==> config.mk <==
export PLATFORM = sky130hd
export DESIGN_NAME = delay_timer
export DESIGN_NICKNAME = d
export VERILOG_FILES = /design/src/rtl/delay_timer_pkg.sv /design/src/rtl/delay_prescaler.sv /design/src/rtl/delay_timer.sv
export SDC_FILE = /design/constraint.sdc
export NUM_CORES = 1
export LEC_CHECK = 0
export ABC_CLOCK_PERIOD_IN_PS = 3200
export CAP_MARGIN = 40
export CORE_ASPECT_RATIO = 0.6
export CORE_MARGIN = 5
export CORE_UTILIZATION = 53
export CTS_CLUSTER_DIAMETER = 40
export DETAILED_ROUTE_END_ITERATION = 8
export PLACE_DENSITY = 0.88
export RECOVER_POWER = 100
export SLEW_MARGIN = 20
export SYNTH_ARGS = -nofsm -noshare
export SYNTH_HDL_FRONTEND = slang
export SYNTH_SLANG_ARGS = --single-unit
export TNS_END_PERCENT = 1
==> constraint.sdc <==
create_clock -name clk -period 3.2 [get_ports clk]
set_clock_uncertainty 0.15 [all_clocks]
set_input_delay 0.64 -clock clk [delete_from_list [all_inputs] [get_ports clk]]
set_output_delay 0.64 -clock clk [all_outputs]
set_load 0.005 [all_outputs]
==> src/rtl/delay_timer_pkg.sv <==
// Shared types and constants for the delay timer and other PWM-path timers.
package delay_timer_pkg;

  typedef enum logic {
    ST_IDLE = 1'b0,
    ST_RUN  = 1'b1
  } state_e;

  localparam int unsigned DEFAULT_DELAY_CYCLES = 20000;

  // A zero delay is never loaded: fall back to the default, or to a single tick.
  function automatic int unsigned effective_delay(input int unsigned delay,
                                                  input logic        use_default,
                                                  input int unsigned default_delay);
    if (delay != 0)  return delay;
    if (use_default) return default_delay;
    return 1;
  endfunction

endpackage

==> src/rtl/delay_prescaler.sv <==
// Reloadable tick prescaler: tick_o is high whenever the count is zero,
// after which the count reloads from the latched period.
module delay_prescaler #(
  parameter int unsigned PRESCALE_W = 8
) (
  input  logic                  clk,
  input  logic                  rst_ni,
  input  logic                  load_i,
  input  logic                  clear_i,
  input  logic [PRESCALE_W-1:0] reload_i,
  output logic                  tick_o
);

  logic [PRESCALE_W-1:0] psc_q, psc_d;
  logic [PRESCALE_W-1:0] period_q, period_d;

  // NOTE: every variable driven here gets a default first, so no path can infer a latch.
  always_comb begin
    psc_d    = psc_q;
    period_d = period_q;
    if (clear_i) begin
      psc_d    = '0;
      period_d = '0;
    end else if (load_i) begin
      psc_d    = reload_i;
      period_d = reload_i;
    end else if (psc_q == '0) begin
      psc_d = period_q;
    end else begin
      psc_d = psc_q - PRESCALE_W'(1);
    end
  end

  // NOTE: state registers use non-blocking assignments so all flops update together.
  always_ff @(posedge clk or negedge rst_ni) begin
    if (!rst_ni) begin
      psc_q    <= '0;
      period_q <= '0;
    end else begin
      psc_q    <= psc_d;
      period_q <= period_d;
    end
  end

  assign tick_o = (psc_q == '0);

endmodule

==> src/rtl/delay_timer.sv <==
// Retriggerable delay timer with run-time delay/prescale, one-shot or
// periodic operation, abort and remaining-count visibility.
module delay_timer
  import delay_timer_pkg::*;
#(
  parameter int unsigned WIDTH         = 15,
  parameter int unsigned PRESCALE_W    = 8,
  parameter int unsigned DEFAULT_DELAY = DEFAULT_DELAY_CYCLES
) (
  input  logic                  clk,
  input  logic                  rst_ni,
  input  logic                  start_i,
  input  logic                  stop_i,
  input  logic                  periodic_i,
  input  logic                  use_default_i,
  input  logic [WIDTH-1:0]      delay_i,
  input  logic [PRESCALE_W-1:0] prescale_i,
  output logic                  busy_o,
  output logic                  done_o,
  output logic [WIDTH-1:0]      remaining_o
);

  if (DEFAULT_DELAY == 0 || (DEFAULT_DELAY >> WIDTH) != 0) begin : g_bad_default
    $error("DEFAULT_DELAY must be nonzero and fit in WIDTH bits");
  end

  state_e           state_q, state_d;
  logic [WIDTH-1:0] cnt_q, cnt_d;
  logic [WIDTH-1:0] reload_q, reload_d;
  logic             periodic_q, periodic_d;
  logic             done_q, done_d;
  logic             psc_load, psc_clear, tick;
  logic [WIDTH-1:0] eff_delay;

  assign eff_delay = WIDTH'(effective_delay(32'(delay_i), use_default_i, DEFAULT_DELAY));

  delay_prescaler #(
    .PRESCALE_W(PRESCALE_W)
  ) u_prescaler (
    .clk      (clk),
    .rst_ni   (rst_ni),
    .load_i   (psc_load),
    .clear_i  (psc_clear),
    .reload_i (prescale_i),
    .tick_o   (tick)
  );

  // Priority: abort, then (re)start, then counting; a start discards a same-edge terminal tick.
  always_comb begin
    state_d    = state_q;
    cnt_d      = cnt_q;
    reload_d   = reload_q;
    periodic_d = periodic_q;
    done_d     = 1'b0;
    psc_load   = 1'b0;
    psc_clear  = 1'b0;
    if (stop_i) begin
      state_d   = ST_IDLE;
      cnt_d     = '0;
      psc_clear = 1'b1;
    end else if (start_i) begin
      state_d    = ST_RUN;
      cnt_d      = eff_delay;
      reload_d   = eff_delay;
      periodic_d = periodic_i;
      psc_load   = 1'b1;
    end else if (state_q == ST_RUN && tick) begin
      if (cnt_q == WIDTH'(1)) begin
        done_d = 1'b1;
        if (periodic_q) begin
          cnt_d = reload_q;
        end else begin
          state_d   = ST_IDLE;
          cnt_d     = '0;
          psc_clear = 1'b1;
        end
      end else begin
        cnt_d = cnt_q - WIDTH'(1);
      end
    end
  end

  always_ff @(posedge clk or negedge rst_ni) begin
    if (!rst_ni) begin
      state_q    <= ST_IDLE;
      cnt_q      <= '0;
      reload_q   <= '0;
      periodic_q <= 1'b0;
      done_q     <= 1'b0;
    end else begin
      state_q    <= state_d;
      cnt_q      <= cnt_d;
      reload_q   <= reload_d;
      periodic_q <= periodic_d;
      done_q     <= done_d;
    end
  end

  assign busy_o      = (state_q == ST_RUN);
  assign done_o      = done_q;
  assign remaining_o = cnt_q;

endmodule

# After elaboration in Yosys (flattened, before gate mapping)
# Index checks and enable logic that the tools add are counted.
dict set report totals {
  regBits 49
  inputBits 29
  out_inout_bits 17
}
dict set report classes {
  eq_ne 2
  reduce_logical 8
  addsub 2
  bitwise 1
  muxes 33
}
# operator count
set op_table {}
lappend op_table {{15-bit two-way mux} 9}
lappend op_table {{8-bit two-way mux} 5}
lappend op_table {{1-bit two-way mux} 19}
lappend op_table {{15-bit by 1-bit == test with 1-bit output, second input constant} 1}
lappend op_table {{15-bit nonzero test} 1}
lappend op_table {{15-bit by 1-bit subtractor with 15-bit output, second input constant} 1}
lappend op_table {{8-bit zero test} 1}
lappend op_table {{8-bit by 1-bit subtractor with 8-bit output, second input constant} 1}
lappend op_table {{3-bit nonzero test} 2}
lappend op_table {{3-bit != test, second input constant} 1}
lappend op_table {{3-bit AND reduction} 1}
lappend op_table {{2-bit AND reduction} 1}
lappend op_table {{2-bit nonzero test} 1}
lappend op_table {{1-bit logical AND} 1}
lappend op_table {{1-bit inverter} 1}

# Depth between registers and ports, before layout
dict set report logic_depth {
  ltp_word 7
  mapped_depth 9
}

# By module
# A second synthesis with hierarchy kept.
dict set report hier_totals {
  cells_unflattened 319
  area_unflattened_um2 2884.0
}
# module area_each_um2 instances cells_per_inst
set by_module_without_submodules {}
lappend by_module_without_submodules {delay_timer 1960.6 1 228}
lappend by_module_without_submodules {delay_prescaler 923.4 1 91}

# Worst setup path after synthesis
# OpenSTA, ideal clock, no wires.
dict set report synth_timing {
  kind {reg-to-reg}
  from {reg cnt_q[1], in the netlist remaining_o[1]}
  to {reg u_prescaler.period_q[1]}
  n_path_buf 0
  stages_incl_launch_ff 9
  path_slack_ns 0.680
  period_less_slack_ns 2.520
  arrival_ns 2.249
  setup_time_ns 0.121
  required_ns 2.929
  cell_sequence {dfrtp_1 > inv_1 > ha_1 > or4b_1 > or3_1 > nor2_2 > nand3_1 > and2_1 > a22o_1}
}
dict set report synth_between {
  elab_chain_cells 6
  elab_cells_between_ends 7
}
# element line
set synth_rtl {}
lappend synth_rtl {{start, declared} delay_timer.sv:28} ;# logic [WIDTH-1:0] cnt_q, cnt_d;
lappend synth_rtl {{start signal, assigned} delay_timer.sv:92} ;# cnt_q <= cnt_d;
lappend synth_rtl {{15-bit by 1-bit == test with 1-bit output *} delay_timer.sv:68} ;# if (cnt_q == WIDTH'(1)) begin
lappend synth_rtl {{1-bit two-way mux *} delay_timer.sv:68}
lappend synth_rtl {{1-bit two-way mux *} delay_timer.sv:67} ;# end else if (state_q == ST_RUN && tick) begin
lappend synth_rtl {{1-bit two-way mux *} delay_timer.sv:61} ;# end else if (start_i) begin
lappend synth_rtl {{1-bit two-way mux *} delay_timer.sv:57} ;# if (stop_i) begin
lappend synth_rtl {{8-bit two-way mux / 2-bit nonzero test (equally long branches)} -}
lappend synth_rtl {{end signal, assigned} delay_prescaler.sv:41} ;# period_q <= period_d;
lappend synth_rtl {{end, declared} delay_prescaler.sv:15} ;# logic [PRESCALE_W-1:0] period_q, period_d;
# Mark *: on every way between the ends. The rest lies on a longest branch, timed or not.
# A chain may end at the register's enable or synchronous reset.

# Worst setup path in the final report
dict set report layout_timing {
  from {reg cnt_q[1], in the netlist remaining_o[1]}
  to {reg cnt_q[9], in the netlist remaining_o[9]}
}
dict set report layout_between {
  elab_chain_cells 5
  elab_cells_between_ends 6
}
# element line
set layout_rtl {}
lappend layout_rtl {{15-bit by 1-bit subtractor with 15-bit output / 15-bit by 1-bit == test with 1-bit output (equally long branches)} {delay_timer.sv:78, delay_timer.sv:68}}
lappend layout_rtl {{15-bit two-way mux *} delay_timer.sv:68}
lappend layout_rtl {{15-bit two-way mux *} delay_timer.sv:67}
lappend layout_rtl {{15-bit two-way mux *} delay_timer.sv:61}
lappend layout_rtl {{15-bit two-way mux *} delay_timer.sv:57}
# Mark *: on every way between the ends. The rest lies on a longest branch, timed or not. The select of a mux whose other input is x is not followed.

==> run_results.csv <==
group,metric,value,unit
place,place_area,0.003221,mm²
worst_setup_path,cp.arrival,3.09,ns
clocking,cts_max_level,2,
worst_setup_path,regToRegEndpoint,"remaining_o[9]",
sta,min_period,2.989,ns
clocking,cts_tree,"yes",
grt,grt_start_max_net_pins,28,
worst_setup_path,path_buf_inv,2,
logic_synthesis,syn_area,0.002666,mm²
worst_setup_path,worstPathMaxFanout,8,
die,die_area,0.006596,mm²
final_layout,area_growth,22.81,%
power,power,1.495,mW
worst_setup_path,rr_startpoint,"remaining_o[1]",
place,dp_hpwl,6012,µm
sta,period_share,93.40,%
logic_synthesis,synth-seq-area-share,45.99,%
sta,maxSlewHeadroom,-2.449,%
die,core_area,0.004955,mm²
worst_setup_path,slowest_stage,"or4b_1",
routing,wl_per_cell,19.20,µm
place,io_buffers,45,
die,die_x,101.6,µm
sta,timing.hold.ws,0.3367,ns
die,fp.dieH,64.94,µm
worst_setup_path,path_class,"reg2reg",
clocking,post_cts_buffers,0,
grt,grt_overflow,0,
sta,hold_violations,0,
sta,setup_slack,0.2111,ns
min_path,hold_end,"reload_q[7]",
logic_synthesis,ys_ff_latch,49,
die,start_util,53.81,%
final_layout,fill_cells,428,
power,p_leak,1.443,nW
grt,grtUsageTotal,26.49,%
worst_setup_path,cp_cell_sequence,"inv_1 -> ha_1 -> or4b_1 -> or3_1 -> nor2_2 -> clkbuf_1 -> nor3_1 -> a2111o_1 -> nand3_1",
sta,worst_slew_pin_slew,1.537,ns
sta,drv_slew,28,
sta,finalSetupTns,0,ns
routing,routed_wl,8120,µm
place,gp_congestion,0.9674,
place,pre_cts_ws,0.3480,ns
status,status,"complete, but fails checks",
final_layout,nets,388,
status,violations,"max-capacitance violations, max-slew violations",
clocking,clk_pin_slew,0.09,ns
final_layout,stdcell_area,0.003274,mm²
routing,num_vias,2635,
routing,drc_errors,0,
routing,detail_route.first_pass.iterations,5,
clocking,ctsResizeCount,0,
routing,drt.antenna.violating_nets,0,
final_layout,fin_cells,423,
worst_setup_path,end_kind,"flip-flop",
clocking,hold_buffers,0,
final_layout,antennaDiodeCount,0,
logic_synthesis,synthCells,306,
worst_setup_path,ff2ff_setup_slack,0.21,ns
clocking,cts_root_buffer,"clkbuf_8",
grt,grt_pass1_wl,13610,µm
die,num_rows,20,
clocking,clock_latency,0.31,ns
logic_synthesis,synth_cell_types,54,
min_path,hold_path_depth,2,
final_layout,postLayoutCoreUtil,66.09,%
min_path,hp-start,"reload_q[7]",
sta,setup_viol,0,
worst_setup_path,ff2ff_path_depth,9,
power,peakVddDrop,0.2646,mV
grt,antenna_found_initial,0,
logic_synthesis,syn-mean-instance-area,8.713,µm²
min_path,hold_path.class,"reg2reg",
sta,fmax,0.3346,GHz
worst_setup_path,critPathRequiredTime,3.30,ns
routing,vias_per_cell,6.229,
logic_synthesis,synth_ff_type,"dfrtp_1",
grt,grt_pass1_vias,2600,
worst_setup_path,startpoint_type,"flip-flop",
sta,rsz0062_at_grt,"false",
worst_setup_path,cp_top_family,"simple AND/OR/NAND/NOR gates",
logic_synthesis,synth-edff-count,0,
logic_synthesis,synthArstFlopShare,100.0,%
place,dp.cells,415,
final_layout,final_common_cell,"nand2_1",
final_layout,drive_gt1_share,5.322,%
die,ioPinCount,46,
power,power_density,456.5,mW/mm²
worst_setup_path,slowest_delay,0.50,ns
run,drv_cap,1,
clocking,clk_path_buf_depth,2,
logic_synthesis,yosysWarnings,0,
clocking,numCtsBuffers,5,
clocking,clkSinkCount,49,
logic_synthesis,syn-num-nets,338,
final_layout,mostFrequentLayoutCells,"55 x nand2_1, 49 x dfrtp_1, 31 x o21ai_0, 26 x clkdlybuf4s50_1, 22 x nor2_1",
routing,dr.first_iter.drc_count,214,
==> sequential cells by signal, indices dropped and copies added, names as in the netlist <==
signal / cells
periodic_q: 1
busy_o: 1
u_prescaler.psc_q: 8
u_prescaler.period_q: 8
done_o: 1
remaining_o: 15
reload_q: 15
==> how the worst max path moves through the flow <==
| stage | start | to | slack, ns | cells after the start |
|---|---|---|---|---|
| 3_5_place_dp | remaining_o[1] | u_prescaler.psc_q[2] | 0.35 | 8 |
| 2_1_floorplan | remaining_o[1] | u_prescaler.period_q[1] | 0.68 | 8 |
| 6_report | remaining_o[1] | remaining_o[9] | 0.21 | 9 |
| 5_1_grt | remaining_o[1] | u_prescaler.psc_q[2] | 0.03 | 8 |
| 4_1_cts | remaining_o[1] | u_prescaler.psc_q[2] | 0.30 | 8 |
| 3_3_place_gp | delay_i[0] | remaining_o[0] | 0.46 | 7 |
==> per-layer routing <==
layer / global-route usage, % / up-vias / wire length (µm)
met5: 0 / - / 0
met4: 6.136 / 0 / 71
met3: 6.452 / 10 / 871
met2: 38.36 / 155 / 3527
met1: 39.78 / 1268 / 3650
li1: - / 1202 / -
==> report_power, final <==
part / total, mW / switching, mW / internal, mW
logic: 0.380 / 0.207 / 0.173
registers: 0.750 / 0.0722 / 0.678
clock network: 0.364 / 0.212 / 0.152
total: 1.49 / 0.492 / 1.00
==> synth_stat cells, types with 2 or more instances <==
library cell / number / area (µm²)
o211ai_1: 2 / 15.01
nor2b_1: 3 / 18.77
clkbuf_1: 11 / 41.29
a311o_1: 3 / 30.03
inv_1: 14 / 52.55
xnor2_1: 3 / 26.28
o21ai_0: 30 / 150.1
nor3b_1: 3 / 22.52
mux2i_1: 3 / 30.03
nor4_1: 8 / 50.05
a31oi_1: 8 / 50.05
o21a_1: 3 / 22.52
nand4_1: 2 / 12.51
or3_1: 3 / 18.77
nand2_1: 55 / 206.5
nor2_1: 22 / 82.58
a41oi_1: 2 / 17.52
a22o_1: 7 / 61.31
dfrtp_1: 49 / 1226
ha_1: 3 / 37.54
xor2_1: 2 / 17.52
a221oi_1: 2 / 17.52
a21o_1: 2 / 15.01
nor3_1: 10 / 50.05
a21oi_1: 18 / 90.09
or4_1: 2 / 15.01
nand3_1: 8 / 40.04
buf_2: 2 / 10.01
==> cell type report <==
| cell class | instances | area (µm²) | area share, % |
|---|---|---|---|
| clock buffer | 6 | 72.57 | 2.216 |
| sequential | 49 | 1226 | 37.45 |
| inverter | 14 | 52.55 | 1.605 |
| tap | 66 | 82.58 | 2.522 |
| multi-input combinational | 229 | 1321 | 40.35 |
| clock inverter | 2 | 10.01 | 0.3057 |
| timing repair buffer | 57 | 509.2 | 15.55 |
==> logic make-up after synthesis <==
kind of cell	count (synthesis)	share of synthesized area (%)
buf+inv	28	4.458
fa+ha+maj	3	1.408
compound gates	89	21.31
flops	49	45.99
mux	3	1.126
simple gates	129	24.07
xor+xnor	5	1.643
==> tightest hold or removal path, cell delays in order, from the launching register on <==
cell     delay [ns]
dfrtp_1        0.35
nand2_1        0.05
nand2_1        0.05
(Power assumes the default switching activity.)
